--- src/rtl/tpm_fifo_pkg.sv ---
// tpm_fifo_pkg: shared state encoding, register map and status bit positions for the TPM FIFO backend
package tpm_fifo_pkg;
    typedef enum logic [2:0] {
        ST_IDLE,
        ST_READY,
        ST_RECEPTION,
        ST_EXECUTION,
        ST_COMPLETION
    } tpm_state_e;
    localparam logic [11:0] REG_ACCESS    = 12'h000;
    localparam logic [11:0] REG_STS       = 12'h018;
    localparam logic [11:0] REG_DATA_FIFO = 12'h024;
    localparam logic [11:0] REG_DID_VID   = 12'hF00;
    localparam logic [11:0] REG_RID       = 12'hF04;
    localparam int STS_VALID      = 7;
    localparam int STS_CMD_READY  = 6;
    localparam int STS_GO         = 5;
    localparam int STS_DATA_AVAIL = 4;
    localparam int STS_EXPECT     = 3;
    localparam int ACC_REG_VALID  = 7;
    localparam int ACC_ACTIVE     = 5;
    localparam int ACC_REQUEST    = 1;
endpackage

--- src/rtl/tpm_byte_fifo.sv ---
// tpm_byte_fifo: power-of-two byte FIFO with occupancy count and synchronous flush
module tpm_byte_fifo #(
    parameter int DEPTH = 64
) (
    input  logic                   clk_i,
    input  logic                   rst_n_i,
    input  logic                   flush_i,
    input  logic                   push_i,
    input  logic [7:0]             wdata_i,
    input  logic                   pop_i,
    output logic [7:0]             rdata_o,
    output logic [$clog2(DEPTH):0] count_o,
    output logic                   full_o,
    output logic                   empty_o
);
    localparam int AW = $clog2(DEPTH);
    logic [7:0] mem [DEPTH];
    logic [AW-1:0] wp_q, rp_q;
    logic do_push, do_pop;
    assign full_o  = count_o[AW];
    assign empty_o = count_o == '0;
    assign do_push = push_i & ~full_o;
    assign do_pop  = pop_i & ~empty_o;
    assign rdata_o = mem[rp_q];
    always_ff @(posedge clk_i or negedge rst_n_i) begin
        if (!rst_n_i) begin
            wp_q    <= '0;
            rp_q    <= '0;
            count_o <= '0;
        end else if (flush_i) begin
            wp_q    <= '0;
            rp_q    <= '0;
            count_o <= '0;
        end else begin
            wp_q    <= do_push ? wp_q + 1'b1 : wp_q;
            rp_q    <= do_pop ? rp_q + 1'b1 : rp_q;
            count_o <= count_o + {{AW{1'b0}}, do_push} - {{AW{1'b0}}, do_pop};
        end
    end
    always_ff @(posedge clk_i) begin
        if (do_push) mem[wp_q] <= wdata_i;
    end
endmodule

--- src/rtl/tpm_fifo_backend.sv ---
// tpm_fifo_backend: locality-0 TPM FIFO register backend behind spi_periph; TPM_ACCESS_ARB_EN enables locality arbitration
module tpm_fifo_backend
    import tpm_fifo_pkg::*;
#(
    parameter int          DEPTH = 64,
    parameter logic [15:0] VID   = 16'h1AF4,
    parameter logic [15:0] DID   = 16'h0001,
    parameter logic [7:0]  RID   = 8'h00
) (
    input  logic        clk_i,
    input  logic        rst_n_i,
    input  logic        spi_cs_n_i,
    input  logic [15:0] addr_i,
    input  logic [7:0]  wdata_i,
    input  logic        data_wr_i,
    output logic        wr_done_o,
    input  logic        data_req_i,
    output logic [7:0]  rdata_o,
    output logic        data_rd_o,
    output logic [7:0]  cmd_data_o,
    output logic        cmd_valid_o,
    input  logic        cmd_ready_i,
    output logic        cmd_go_o,
    input  logic [7:0]  rsp_data_i,
    input  logic        rsp_valid_i,
    output logic        rsp_ready_o,
    input  logic        rsp_done_i
);
    localparam int CW = $clog2(DEPTH) + 1;
    tpm_state_e state_q, state_d;
    logic [2:0] s1_q, s2_q, s3_q;
    logic wr_rise, req_rise, req_fall, cs_rise;
    logic [1:0] off_q;
    logic [15:0] eff, burst;
    logic [11:0] a;
    logic mapped, is_access, is_sts, is_fifo, is_didvid, is_rid;
    logic loc, sts_wr, fifo_wr, fifo_rd_ok, flush, go;
    logic [7:0] sts0, sts_byte, rd_byte, cmd_head, rsp_head;
    logic [31:0] id_word;
    logic [CW-1:0] cmd_count, rsp_count;
    logic cmd_full, cmd_empty, rsp_full, rsp_empty;
    // {cs_n, req, wr} through two sync flops plus one history flop for edge detection
    always_ff @(posedge clk_i or negedge rst_n_i) begin
        if (!rst_n_i) begin
            s1_q <= 3'b100;
            s2_q <= 3'b100;
            s3_q <= 3'b100;
        end else begin
            s1_q <= {spi_cs_n_i, data_req_i, data_wr_i};
            s2_q <= s1_q;
            s3_q <= s2_q;
        end
    end
    assign wr_rise  = s2_q[0] & ~s3_q[0];
    assign req_rise = s2_q[1] & ~s3_q[1];
    assign req_fall = ~s2_q[1] & s3_q[1];
    assign cs_rise  = s2_q[2] & ~s3_q[2];
    assign eff       = addr_i + {14'd0, off_q};
    assign a         = eff[11:0];
    assign mapped    = addr_i[15:12] == 4'd0 && eff[15:12] == 4'd0;
    assign is_access = mapped && a == REG_ACCESS;
    assign is_sts    = mapped && a[11:2] == REG_STS[11:2];
    assign is_fifo   = mapped && a[11:2] == REG_DATA_FIFO[11:2];
    assign is_didvid = mapped && a[11:2] == REG_DID_VID[11:2];
    assign is_rid    = mapped && a == REG_RID;
`ifdef TPM_ACCESS_ARB_EN
    logic loc_q;
    always_ff @(posedge clk_i or negedge rst_n_i) begin
        if (!rst_n_i) loc_q <= 1'b0;
        else if (wr_rise && is_access) loc_q <= wdata_i[ACC_REQUEST] ? 1'b1 : wdata_i[ACC_ACTIVE] ? 1'b0 : loc_q;
    end
    assign loc = loc_q;
`else
    assign loc = 1'b1;
`endif
    assign sts_wr     = wr_rise && is_sts && a[1:0] == 2'd0 && loc;
    assign fifo_wr    = wr_rise && is_fifo && loc && (state_q == ST_READY || state_q == ST_RECEPTION);
    assign fifo_rd_ok = state_q == ST_COMPLETION && !rsp_empty;
    assign sts0       = {1'b1, state_q == ST_READY, 1'b0, fifo_rd_ok,
                         state_q == ST_READY || state_q == ST_RECEPTION, 3'b000};
    assign burst      = (state_q == ST_READY || state_q == ST_RECEPTION) ? 16'(DEPTH) - 16'(cmd_count) :
                        state_q == ST_COMPLETION ? 16'(rsp_count) : 16'd0;
    assign sts_byte   = !loc ? 8'hFF : a[1:0] == 2'd0 ? sts0 : a[1:0] == 2'd1 ? burst[7:0] :
                        a[1:0] == 2'd2 ? burst[15:8] : 8'h00;
    assign id_word    = {DID, VID};
    assign rd_byte    = is_access ? {1'b1, 1'b0, loc, 5'b0} : is_sts ? sts_byte :
                        is_fifo ? (fifo_rd_ok ? rsp_head : 8'hFF) :
                        is_didvid ? id_word[{a[1:0], 3'b000} +: 8] : is_rid ? RID : 8'hFF;
    always_comb begin
        state_d = state_q;
        flush   = 1'b0;
        go      = 1'b0;
        if (sts_wr && wdata_i[STS_CMD_READY] && state_q != ST_EXECUTION) begin
            state_d = ST_READY;
            flush   = 1'b1;
        end else if (sts_wr && wdata_i[STS_GO] && state_q == ST_RECEPTION) begin
            state_d = ST_EXECUTION;
            go      = 1'b1;
        end else if (fifo_wr) begin
            state_d = ST_RECEPTION;
        end else if (state_q == ST_EXECUTION && rsp_done_i) begin
            state_d = ST_COMPLETION;
        end
    end
    always_ff @(posedge clk_i or negedge rst_n_i) begin
        if (!rst_n_i) state_q <= ST_IDLE;
        else state_q <= state_d;
    end
    // a cs rise coinciding with a request fall still lets the pop happen; only the offset clears
    always_ff @(posedge clk_i or negedge rst_n_i) begin
        if (!rst_n_i) begin
            off_q     <= 2'd0;
            rdata_o   <= 8'hFF;
            data_rd_o <= 1'b0;
            wr_done_o <= 1'b0;
            cmd_go_o  <= 1'b0;
        end else begin
            off_q     <= cs_rise ? 2'd0 : (wr_rise || req_fall) ? off_q + 2'd1 : off_q;
            rdata_o   <= req_rise ? rd_byte : rdata_o;
            data_rd_o <= req_rise ? 1'b1 : req_fall ? 1'b0 : data_rd_o;
            wr_done_o <= wr_rise;
            cmd_go_o  <= go;
        end
    end
    assign cmd_valid_o = state_q == ST_EXECUTION && !cmd_empty;
    assign cmd_data_o  = cmd_head;
    assign rsp_ready_o = state_q == ST_EXECUTION && !rsp_full;
    tpm_byte_fifo #(.DEPTH(DEPTH)) u_cmd_fifo (
        .clk_i   (clk_i),
        .rst_n_i (rst_n_i),
        .flush_i (flush),
        .push_i  (fifo_wr && !cmd_full),
        .wdata_i (wdata_i),
        .pop_i   (cmd_valid_o && cmd_ready_i),
        .rdata_o (cmd_head),
        .count_o (cmd_count),
        .full_o  (cmd_full),
        .empty_o (cmd_empty)
    );
    tpm_byte_fifo #(.DEPTH(DEPTH)) u_rsp_fifo (
        .clk_i   (clk_i),
        .rst_n_i (rst_n_i),
        .flush_i (flush),
        .push_i  (rsp_valid_i && rsp_ready_o),
        .wdata_i (rsp_data_i),
        .pop_i   (req_fall && is_fifo && fifo_rd_ok),
        .rdata_o (rsp_head),
        .count_o (rsp_count),
        .full_o  (rsp_full),
        .empty_o (rsp_empty)
    );
endmodule

--- config.mk ---
export PLATFORM = sky130hd
export DESIGN_NAME = tpm_fifo_backend
export DESIGN_NICKNAME = d
export VERILOG_FILES = /design/src/rtl/tpm_fifo_pkg.sv /design/src/rtl/tpm_byte_fifo.sv /design/src/rtl/tpm_fifo_backend.sv
export SDC_FILE = /design/constraint.sdc
export NUM_CORES = 1
export LEC_CHECK = 0
export BUFFER_PORTS_ARGS = -buffer_cell sky130_fd_sc_hd__clkbuf_2
export CELL_PAD_IN_SITES_DETAIL_PLACEMENT = 0
export CELL_PAD_IN_SITES_GLOBAL_PLACEMENT = 1
export CORE_MARGIN = 2
export CORE_UTILIZATION = 55
export CTS_BUF_LIST = sky130_fd_sc_hd__clkbuf_8 sky130_fd_sc_hd__clkbuf_16
export CTS_CLUSTER_DIAMETER = 100
export DETAILED_ROUTE_END_ITERATION = 10
export PLACE_DENSITY = 0.85
export SLEW_MARGIN = 10
export SYNTH_ARGS = -nofsm -noshare
export SYNTH_HDL_FRONTEND = slang
export SYNTH_HIERARCHICAL = 1
export SYNTH_SLANG_ARGS = --single-unit
--- constraint.sdc ---
create_clock -name clk_i -period 5.86 [get_ports clk_i]
set_input_delay 0.293 -clock clk_i [delete_from_list [all_inputs] [get_ports clk_i]]
set_output_delay 0.293 -clock clk_i [all_outputs]
set_load 0.01 [all_outputs]
======== Yosys cells after proc, flatten, opt, wreduce, memory -nomap -nowiden ========
Memory sizes are Yosys's and may differ from the RTL's.
Cells that the tools add are included.
storage, ports and cells
  input bits .............................. 40
  register bits after elaboration ......... 63
  output and inout port bits .............. 21
  word-level logic and storage cells ...... 134
  bits in writable memories ............... 1024
  memories kept ........................... 2
cells by class
  add/subtract/negate cells ............... 11
  mux-type cells .......................... 36
  bitwise logic cells ..................... 16
  shifts and indexed selects .............. 1
  reductions and logical operators ........ 42
  equal/unequal tests ..................... 11
memory list
  memory          words  bits a word  read ports  clocked after Yosys merged registers in  write ports  RTL line             text
  u_cmd_fifo.mem  64     8            1           0                                        1            tpm_byte_fifo.sv:17  logic [7:0] mem [DEPTH];
  u_rsp_fifo.mem  64     8            1           0                                        1            tpm_byte_fifo.sv:17
operator list
  kind                                                                          count
  8-bit 2-to-1 mux                                                              9
  6-bit 2-to-1 mux                                                              8
  32-bit by 6-bit variable part select with 8-bit output, first input constant  1
  6-bit by 1-bit adder with 6-bit output, second input constant                 4
  1-bit logical AND                                                             23
  7-bit 2-to-1 mux                                                              3
  16-bit by 2-bit adder with 16-bit output                                      1
  16-bit 2-to-1 mux                                                             1
  7-bit by 1-bit adder with 7-bit output                                        2
  7-bit zero test                                                               2
  7-bit by 1-bit subtractor with 7-bit output                                   2
  12-bit == test, second input constant                                         1
  12-bit zero test                                                              1
  3-bit 2-to-1 mux                                                              4
  2-bit nonzero test                                                            6
  10-bit == test, second input constant                                         1
  10-bit by 3-bit == test with 1-bit output, second input constant              1
  10-bit by 4-bit == test with 1-bit output, second input constant              1
  1-bit 2-to-1 mux                                                              9
  1-bit bitwise AND                                                             8
  4-bit zero test                                                               2
  1-bit NOT                                                                     8
  7-bit by 7-bit subtractor with 8-bit output, first input constant             1
  3-bit by 2-bit == test with 1-bit output, second input constant               2
  11 further kinds                                                              16

======== Logic depth before layout (Yosys ltp) ========
Gate-level depths: netlist of run 1.
  word-level depth ........................ 11
  depth in mapped cells ................... 21
  mapped depth without buffers ............ 21

======== Cells and area by module ========
Netlist of run 1, hierarchy kept.
modules (own cells, without submodules)
  module                       instances  area each (sq um)  sequential area each (sq um)  cells each
  tpm_byte_fifo at u_rsp_fifo  1          21079.0            15850.2                       1092
  tpm_byte_fifo at u_cmd_fifo  1          21040.2            15850.2                       1090
  tpm_fifo_backend             1          2008.2             639.4                         233

======== Least setup slack after synthesis of run 1 ========
OpenSTA, ideal clock, no wires.
  path type ............................... flip-flop to flip-flop
  from .................................... register off_q[0]
  to ...................................... register u_cmd_fifo.count_o[6]
  stages on the path, launching flop included .. 22
  data arrival time ....................... 4254 ps
  path buffers ............................ 0
  clock period less this slack ............ 4390 ps
  library setup time ...................... 136 ps
  slack ................................... 1470 ps
  data required time ...................... 5724 ps
  cell sequence ........................... dfrtp_1 > ha_1 > inv_1 > fa_1 > nand3b_4 > nor2_1 > a41oi_2 > a2111o_1 > nor4b_1 > nor2b_1 > inv_1 > ha_1 > inv_1 > ha_1 > inv_1 > fa_1 > nand2b_1 > a21oi_1 > o21ai_0 > a21oi_1 > or3_1 > a21oi_1
on the way
  cells in the longest elaborated chain, start to end .. 11
  elaborated cells on any way between the ends .. 20
  classes of those cells .................. add/sub: 3; eq/ne: 2; mux: 2; bitwise: 1; reduce/logical: 12
RTL lines
  item                                                                            RTL line                 text
  from (decl)                                                                     tpm_fifo_backend.sv:33   logic [1:0] off_q;
  from (signal assigned)                                                          tpm_fifo_backend.sv:118  off_q <= cs_rise ? 2'd0 : (wr_rise || req_fall) ? off_q + 2'd1 : off_q;
  16-bit by 2-bit adder with 16-bit output (*)                                    tpm_fifo_backend.sv:58   assign eff = addr_i + {14'd0, off_q};
  branches (longest 9 deep; another with 7-bit by 1-bit adder with 7-bit output)  --
  7-bit 2-to-1 mux (*)                                                            tpm_byte_fifo.sv:30      end else if (flush_i) begin
  to (signal assigned)                                                            tpm_byte_fifo.sv:37      count_o <= count_o + {{AW{1'b0}}, do_push} - {{AW{1'b0}}, do_pop};
  to (decl)                                                                       tpm_byte_fifo.sv:12      output logic [$clog2(DEPTH):0] count_o,
Mark *: on every way between the ends.
A chain may end at the register's enable or synchronous reset.

======== Final worst setup path of run 1 ========
  from .................................... register off_q[0]
  to ...................................... memory u_cmd_fifo.mem[14][5] (enable)
on the way
  cells in the longest elaborated chain, start to end .. 10
  elaborated cells on any way between the ends .. 11
  classes of those cells .................. add/sub: 1; eq/ne: 1; mux: 2; bitwise: 1; reduce/logical: 6
RTL lines
  item                                                                               RTL line                 text
  16-bit by 2-bit adder with 16-bit output (*)                                       tpm_fifo_backend.sv:58
  branches (longest 2 deep; another with 10-bit by 4-bit == test with 1-bit output)  --
  1-bit logical AND (*)                                                              tpm_fifo_backend.sv:63   assign is_fifo = mapped && a[11:2] == REG_DATA_FIFO[11:2];
  1-bit logical AND (*) (2 in a row)                                                 tpm_fifo_backend.sv:77   assign fifo_wr = wr_rise && is_fifo && loc && (state_q == ST_READY || state_q == ST_RECEPTION);
  1-bit logical AND (*)                                                              tpm_fifo_backend.sv:132  .push_i (fifo_wr && !cmd_full),
  1-bit bitwise AND (*)                                                              tpm_byte_fifo.sv:22      assign do_push = push_i & ~full_o;
  1-bit 2-to-1 mux (*)                                                               tpm_byte_fifo.sv:41      if (do_push) mem[wp_q] <= wdata_i;
  1-bit 2-to-1 mux (implied by the code) (*)                                         tpm_byte_fifo.sv:41
  to (decl)                                                                          tpm_byte_fifo.sv:17
Marks and branches as above.

==> reports/results.txt, run 1 <==
outcome: finished, final reports clean
synthesis-stage register bit count: 1,087
Slew @ Worst Pin: 1.05 ns
endpoints failing setup: 0
met2 Use GR: 40.2%
RePlAce Congestion: 0.987
routed len/inst: 28.0 um
nets: 2,555
Crit path depth: 13
Cell Area, Synth: 44,100 sq um
maxcap violations: 0
Power Density: 326 nW/um^2
Critical Path RT: 6.15 ns
Inserted Diodes: 0
Post-Route WL: 102 mm
DRC: 0
Initial Util: 55.7%
clk root buf: clkbuf_16
Post-Syn Instances: 2,415
syn nets: 2,485
post-CTS resize count: 0
Worst VDD drop: 0.270 mV
fin area: 49,000 sq um
Top delay family on crit path: simple AND/OR/NAND/NOR gates
top post-synthesis cells by area: edfxtp_1 70%, mux4_2 9.2%, mux2i_1 4.1%
drt pass-1 iters: 6
largest net degree at the start of global routing: 109
fin crit share: 88.6%
remaining global-route overflow: 0
dpl cells: 3,423
Worst setup SP type: register
fraction of registers with async set/reset: 5.80%
GR Layer Usage met3: 3.57%
Overall Global Routing Usage: 24.8%
WP buf/inv: 2
initial antenna violation count: 0
critical path arrival: 5.48 ns
die area: 82,500 sq um
DP Area: 45,300 sq um
die width: 287 um
max incr delay on CP: 0.69 ns
crit-path max FO: 9
busiest grt layer: met2
ys flop type: edfxtp_1
Hold Vio Cnt, Final: 0
start-to-end type of the worst setup path: reg -> reg
grt met1 use: 34.4%
Post-CTS Setup Inserts: 0
Buffers on Ports: 60
I/O Pins: 61
RSZ-0062 raised after global routing: no
H-tree depth: 3
area grow syn2layout: 11.1%
worst reg2reg path depth: 13
total number of vias: 23,200
crit-path cells: ha_1 > inv_1 > fa_1 > nand3b_4 > nor2_1 > a41oi_2 > a2111o_1 > nor4b_1 > nor2b_1 > inv_1 > nor2_1 > nand3_1 > nor2_1
vias per cell: 6.40
Post-synth EDFFs: 1,024
DRT iter0 DRCs: 2,943
Mapped Avg Cell Area: 18.3 sq um
fin. max-slew vios: 0
worst clock skew: 0.0272 ns
slowest CP cell: nor2_1
layout cells sized above 1: 19.6%
most used cell, CP: nor2_1
Synth area leader: edfxtp_1
Clock transition at path regs: 0.06 ns
die span in y: 287 um
global-route wire length before repair: 152 mm
cts hold-fix bufs: 5
YS warnings: 6
worst-skew pair later-pin latency: 0.67 ns
core area: 79,300 sq um
final antenna-violating net count: 0
Cell Rows: 103
post-synthesis sequential area ratio: 73.3%
final cell count without fillers: 3,626
Leak: 15.2 nW
Num CTS Buffers: 105
Rel. slew slack: 29.7%
Design Power: 0.0160 W
setup_tns: 0 ns
min-delay worst type: in -> reg
clock sinks: 1,087
top-area cell type share of the netlist area: 69.7%
CTS tree: yes
clock buffer depth: 3
synth unique cells: 84
DP HPWL: 61.7 mm
Hold Path Stages: 4
fmax: 193 MHz
vias in the first global route: 23,100
nature of the critical path endpoint: register
Period minus WS final: 5.19 ns
-- final timing paths --
check	from	to	slack [ns]
min	addr_i[5]	cmd_go_o	0.24
max in group asynchronous	rst_n_i	u_cmd_fifo/rp_q[1]	4.82
max	off_q[0]	u_cmd_fifo/mem[14][5]	0.67
min in group asynchronous	rst_n_i	u_rsp_fifo/wp_q[1]	0.28
max reg2reg	off_q[0]	u_cmd_fifo/mem[14][5]	0.67
min reg2reg	s1_q[1]	s2_q[1]	0.35
-- layout make-up --
type                       count  area [sq um]
inverter                      44           165
fill                        5452         30200
timing repair buffer         100           653
tap                         1050          1310
clock inverter                84           851
clock buffer                 114          2800
multi-input combinational   1147         10900
sequential                  1087         32400
-- flip-flops by register name, summed over array words and instances, names as in the netlist --
signal,flops
s3_q,3
off_q,2
s1_q,3
u_rsp_fifo/rp_q,6
cmd_go_o,1
u_cmd_fifo/count_o,7
u_rsp_fifo/count_o,7
u_cmd_fifo/wp_q,6
u_cmd_fifo/mem,512
u_rsp_fifo/wp_q,6
rdata_o,8
u_cmd_fifo/rp_q,6
s2_q,3
wr_done_o,1
data_rd_o,1
u_rsp_fifo/mem,512
state_q,3
-- placed cells by master, fill, tap and decap left out, types with 19 or more instances in the layout --
cell	instances
nand2_1	54
ha_1	27
a221oi_1	36
dfrtp_1	48
a22oi_1	28
nand3_1	20
o21ai_0	45
buf_4	33
inv_1	63
nor2_1	203
a21oi_1	36
mux4_2	180
o221ai_1	20
clkbuf_2	53
edfxtp_1	1024
clkbuf_16	109
a211oi_1	28
mux2_2	19
mux2i_1	179
o22ai_1	41
-- kinds of logic after synthesis --
kind of cell / Yosys count / synth area share, %
buffers and inverters: 181 / 2.03
muxes: 378 / 13.7
adders and majority gates: 31 / 0.924
AOI/OAI and AO/OA: 298 / 4.95
xor gates and xnor gates: 33 / 0.655
DFF: 1087 / 73.3
and+or+nand+nor: 407 / 4.43
-- cell usage after synthesis, types with 7 or more instances --
library cell / number
a211oi_1: 28
a21oi_1: 36
a221oi_1: 36
a22oi_1: 28
and2_1: 8
buf_1: 13
buf_2: 37
buf_4: 33
clkbuf_1: 48
dfrtp_1: 52
dfstp_2: 11
edfxtp_1: 1024
ha_1: 27
inv_1: 44
mux2_2: 19
mux2i_1: 179
mux4_2: 180
nand2_1: 54
nand2b_1: 15
nand3_1: 20
nand3b_1: 12
nand4_1: 9
nor2_1: 204
nor2b_1: 18
nor3_1: 16
o211a_1: 7
o21ai_0: 45
o21ai_1: 9
o221ai_1: 20
o22ai_1: 41
or3_1: 11
xnor2_1: 15
xor2_1: 18
-- where the power goes --
| part | switching (W) | internal, W | total [W] |
|---|---|---|---|
| registers | 0.0000443 | 0.00853 | 0.00857 |
| logic | 0.000305 | 0.000135 | 0.000440 |
| clock network | 0.00293 | 0.00404 | 0.00698 |
| total | 0.00328 | 0.0127 | 0.0160 |
-- through the flow --
step / hold WS [ns] / setup WS [ns] / util, %
2_1_floorplan: -0.00259 / 1.47 / -
3_3_place_gp: 0.337 / 0.797 / 57.2
3_5_place_dp: 0.341 / 0.703 / 57.2
4_1_cts: 0.193 / 0.696 / 61.9
5_1_grt: 0.262 / 0.222 / 61.9
6_report: 0.243 / 0.669 / 61.9
-- worst min-delay path, stage by stage --
cell and delay (ns):
clkbuf_2 0.28, nor4_1 0.15, nand3_1 0.10, nor2_1 0.04
-- layer usage --
| layer | wire length [um] | up-vias |
|---|---|---|
| met4 | 4270 | 0 |
| met1 | 39300 | 11900 |
| met3 | 8440 | 204 |
| met5 | 0 | - |
| met2 | 49600 | 1205 |
| li1 | - | 9869 |
No activity file was read; power rests on OpenSTA's default activity.
==> run 2: changes to the inputs <==
- HOLD_SLACK_MARGIN: unset -> 0.08
- PLACE_DENSITY: 0.85 -> 0.86
- SLEW_MARGIN: 10 -> 20
==> run 2 against run 1 <==
Net effect:
- via count rose by 0.36%
- flip-flop and latch count unchanged
- sequential power about the same
- combinational power down 1%
- largest cell class unchanged
- largest power group unchanged
- fmax is 0.64% higher
- wire length is 0.74% lower
==> reports/results.txt, run 2 (synthesis results as in run 1) <==
commonest non-fill, non-tap cell in the layout: edfxtp_1
Hold Vio Cnt, Final: 0 (unchanged)
Num CTS Buffers: 106 (+0.95%)
endpoints failing setup: 0 (unchanged)
DP HPWL: 61.1 mm (-0.91%)
Power Density: 320 nW/um^2 (-2.0%)
Buffers on Ports: 60 (unchanged)
Slew @ Worst Pin: 1.17 ns (+0.127 ns)
final antenna-violating net count: 0 (unchanged)
Period minus WS final: 5.16 ns (-0.0331 ns)
largest net degree at the start of global routing: 102 (-6.4%)
critical path arrival: 5.44 ns (-0.04 ns)
vias in the first global route: 23,200 (+0.49%)
clock buffer depth: 3 (unchanged)
Worst setup SP type: register
Post-CTS Setup Inserts: 0 (unchanged)
RePlAce Congestion: 0.911 (-7.8%)
die area: 82,500 sq um (unchanged)
clock sinks: 1,087 (unchanged)
routed len/inst: 27.8 um (-0.76%)
max incr delay on CP: 0.76 ns (+0.07 ns)
CP startpoint: off_q[0]
cts hold-fix bufs: 5 (unchanged)
FF-to-FF End: u_cmd_fifo/mem[54][0]
H-tree depth: 3 (unchanged)
outcome: finished, final reports clean
Initial Util: 55.7% (unchanged)
DRT iter0 DRCs: 2,804 (-4.7%)
initial antenna violation count: 0 (unchanged)
Hold Path Stages: 4 (unchanged)
vias per cell: 6.42 (+0.33%)
Clock transition at path regs: 0.06 ns (about the same)
die span in y: 287 um (unchanged)
core area: 79,300 sq um (unchanged)
setup_tns: 0 ns (unchanged)
remaining global-route overflow: 0 (unchanged)
drt pass-1 iters: 5 (-1)
global-route wire length before repair: 150 mm (-0.87%)
most used cell, CP: nor2_1
Worst VDD drop: 0.354 mV (+31%)
R2R setup slack: 0.70 ns (+0.03 ns)
CTS tree: yes
fin crit share: 88.0% (-0.56 points)
maxcap violations: 0 (unchanged)
Fillers: 5,404 (-0.88%)
Post-Route WL: 101 mm (-0.74%)
crit-path cells: ha_1 > inv_1 > fa_1 > nand3b_4 > nor2_1 > a41oi_2 > a2111o_1 > nor4b_1 > nor2b_1 > inv_1 > nor2_1 > nand3_1 > nor2_1
FF-to-FF Start: off_q[0]
nets: 2,558 (+0.12%)
worst clock skew: 0.0483 ns (+0.0211 ns)
worst reg2reg path depth: 13 (unchanged)
I/O Pins: 61 (unchanged)
WP buf/inv: 2 (unchanged)
Inserted Diodes: 0 (unchanged)
area of the multi-input gates: 10,900 sq um (about the same)
slowest CP cell: nor2_1
worst-skew pair later-pin latency: 0.69 ns (+0.02 ns)
Overall Global Routing Usage: 24.7% (-0.14 points)
Leak: 15.1 nW (-0.58%)
Rel. slew slack: 21.6% (-8.1 points)
register area: 32,400 sq um (unchanged)
RSZ-0062 raised after global routing: no
Top delay family on crit path: simple AND/OR/NAND/NOR gates
Critical Path RT: 6.14 ns (about the same)
dpl cells: 3,425 (+0.058%)
layout cells sized above 1: 19.2% (-0.43 points)
start-to-end type of the worst setup path: reg -> reg
min-delay worst type: in -> reg
nature of the critical path endpoint: register
Cell Rows: 103 (unchanged)
total number of vias: 23,300 (+0.36%)
commonest non-fill, non-tap cells in the layout: 1,024 x edfxtp_1, 203 x nor2_1, 180 x mux4_2
Top Registers: u_cmd_fifo/mem x512, u_rsp_fifo/mem x512, rdata_o x8
fin. max-slew vios: 0 (unchanged)
area grow syn2layout: 10.6%
min-delay src: addr_i[5]
DRC: 0 (unchanged)
crit-path max FO: 9 (unchanged)
die width: 287 um (unchanged)
post-CTS resize count: 0 (unchanged)
clk root buf: clkbuf_16
fmax: 194 MHz (+0.64%)
final cell count without fillers: 3,627 (+0.028%)
worst min-delay path endpoint: cmd_go_o
[run 2: cell types whose count changed in the layout (fill, tap and decap cells not counted), moves of 2 or more]
| cell | before | now |
|---|---|---|
| buf_4 | 33 | 36 |
| bufinv_16 | 13 | 8 |
| clkbuf_16 | 109 | 106 |
| clkbuf_8 | 5 | 3 |
| clkinv_1 | 12 | 20 |
| clkinv_2 | 18 | 20 |
| clkinv_4 | 3 | 0 |
| inv_1 | 63 | 68 |
| inv_16 | 0 | 2 |
| inv_6 | 8 | 3 |
[run 2: worst register-to-register path: cells and delay by family (launching register included)]
family	cells	cell delay (ns)
compound gates	2	0.63
buf+inv	2	0.22
fa+ha+maj	2	0.69
flops	1	0.36
simple gates	7	2.86
[run 2: worst max path at each step]
| stage | end | slack, ns | depth (start not counted) |
|---|---|---|---|
| global placement | u_cmd_fifo/count_o[6] | 0.84 | 22 |
| CTS | u_cmd_fifo/mem[54][0] | 0.71 | 13 |
| global route | u_cmd_fifo/mem[38][5] | 0.32 | 13 |
| detailed placement | u_cmd_fifo/mem[15][2] | 0.75 | 13 |
| floorplan | u_cmd_fifo/count_o[6] | 1.47 | 21 |
| finish | u_cmd_fifo/mem[54][0] | 0.70 | 13 |
[run 2: power breakdown]
group / internal, W / switching [W]
Clock: 0.00370 / 0.00289
Sequential: 0.00853 / 0.0000368
Combinational: 0.000134 / 0.000301
[run 2: per-stage QoR]
step | setup WS [ns] | utilization (%) | power (W) | hold WS (ns) | cell area (sq um)
6_report | 0.702 | 61.6 | 0.0156 | 0.218 | 48800
4_1_cts | 0.708 | 61.6 | 0.0157 | 0.155 | 48800
2_1_floorplan | 1.47 | - | 0.00894 | -0.00259 | 44100
5_1_grt | 0.324 | 61.6 | 0.0160 | 0.239 | 48800
3_3_place_gp | 0.837 | 57.2 | 0.00915 | 0.335 | 45300
3_5_place_dp | 0.750 | 57.2 | 0.00917 | 0.338 | 45300
[run 2: area by class of cell]
type | instances | share of cell area (%)
flip-flops and latches | 1087 | 66.3
multi-input cells | 1147 | 22.3
clock buffers | 109 | 5.52
well taps | 1050 | 2.69
clock inverters | 88 | 1.49
repair buffers | 102 | 1.34
inverters | 44 | 0.338
[run 2: routing by layer]
layer,GRT usage [%],wire length [um],up-vias
met4,9.02,3680,0
met2,39.9,49000,1242
met5,0,0,-
li1,-,-,9870
met3,5.06,9100,188
met1,33.6,39100,12000
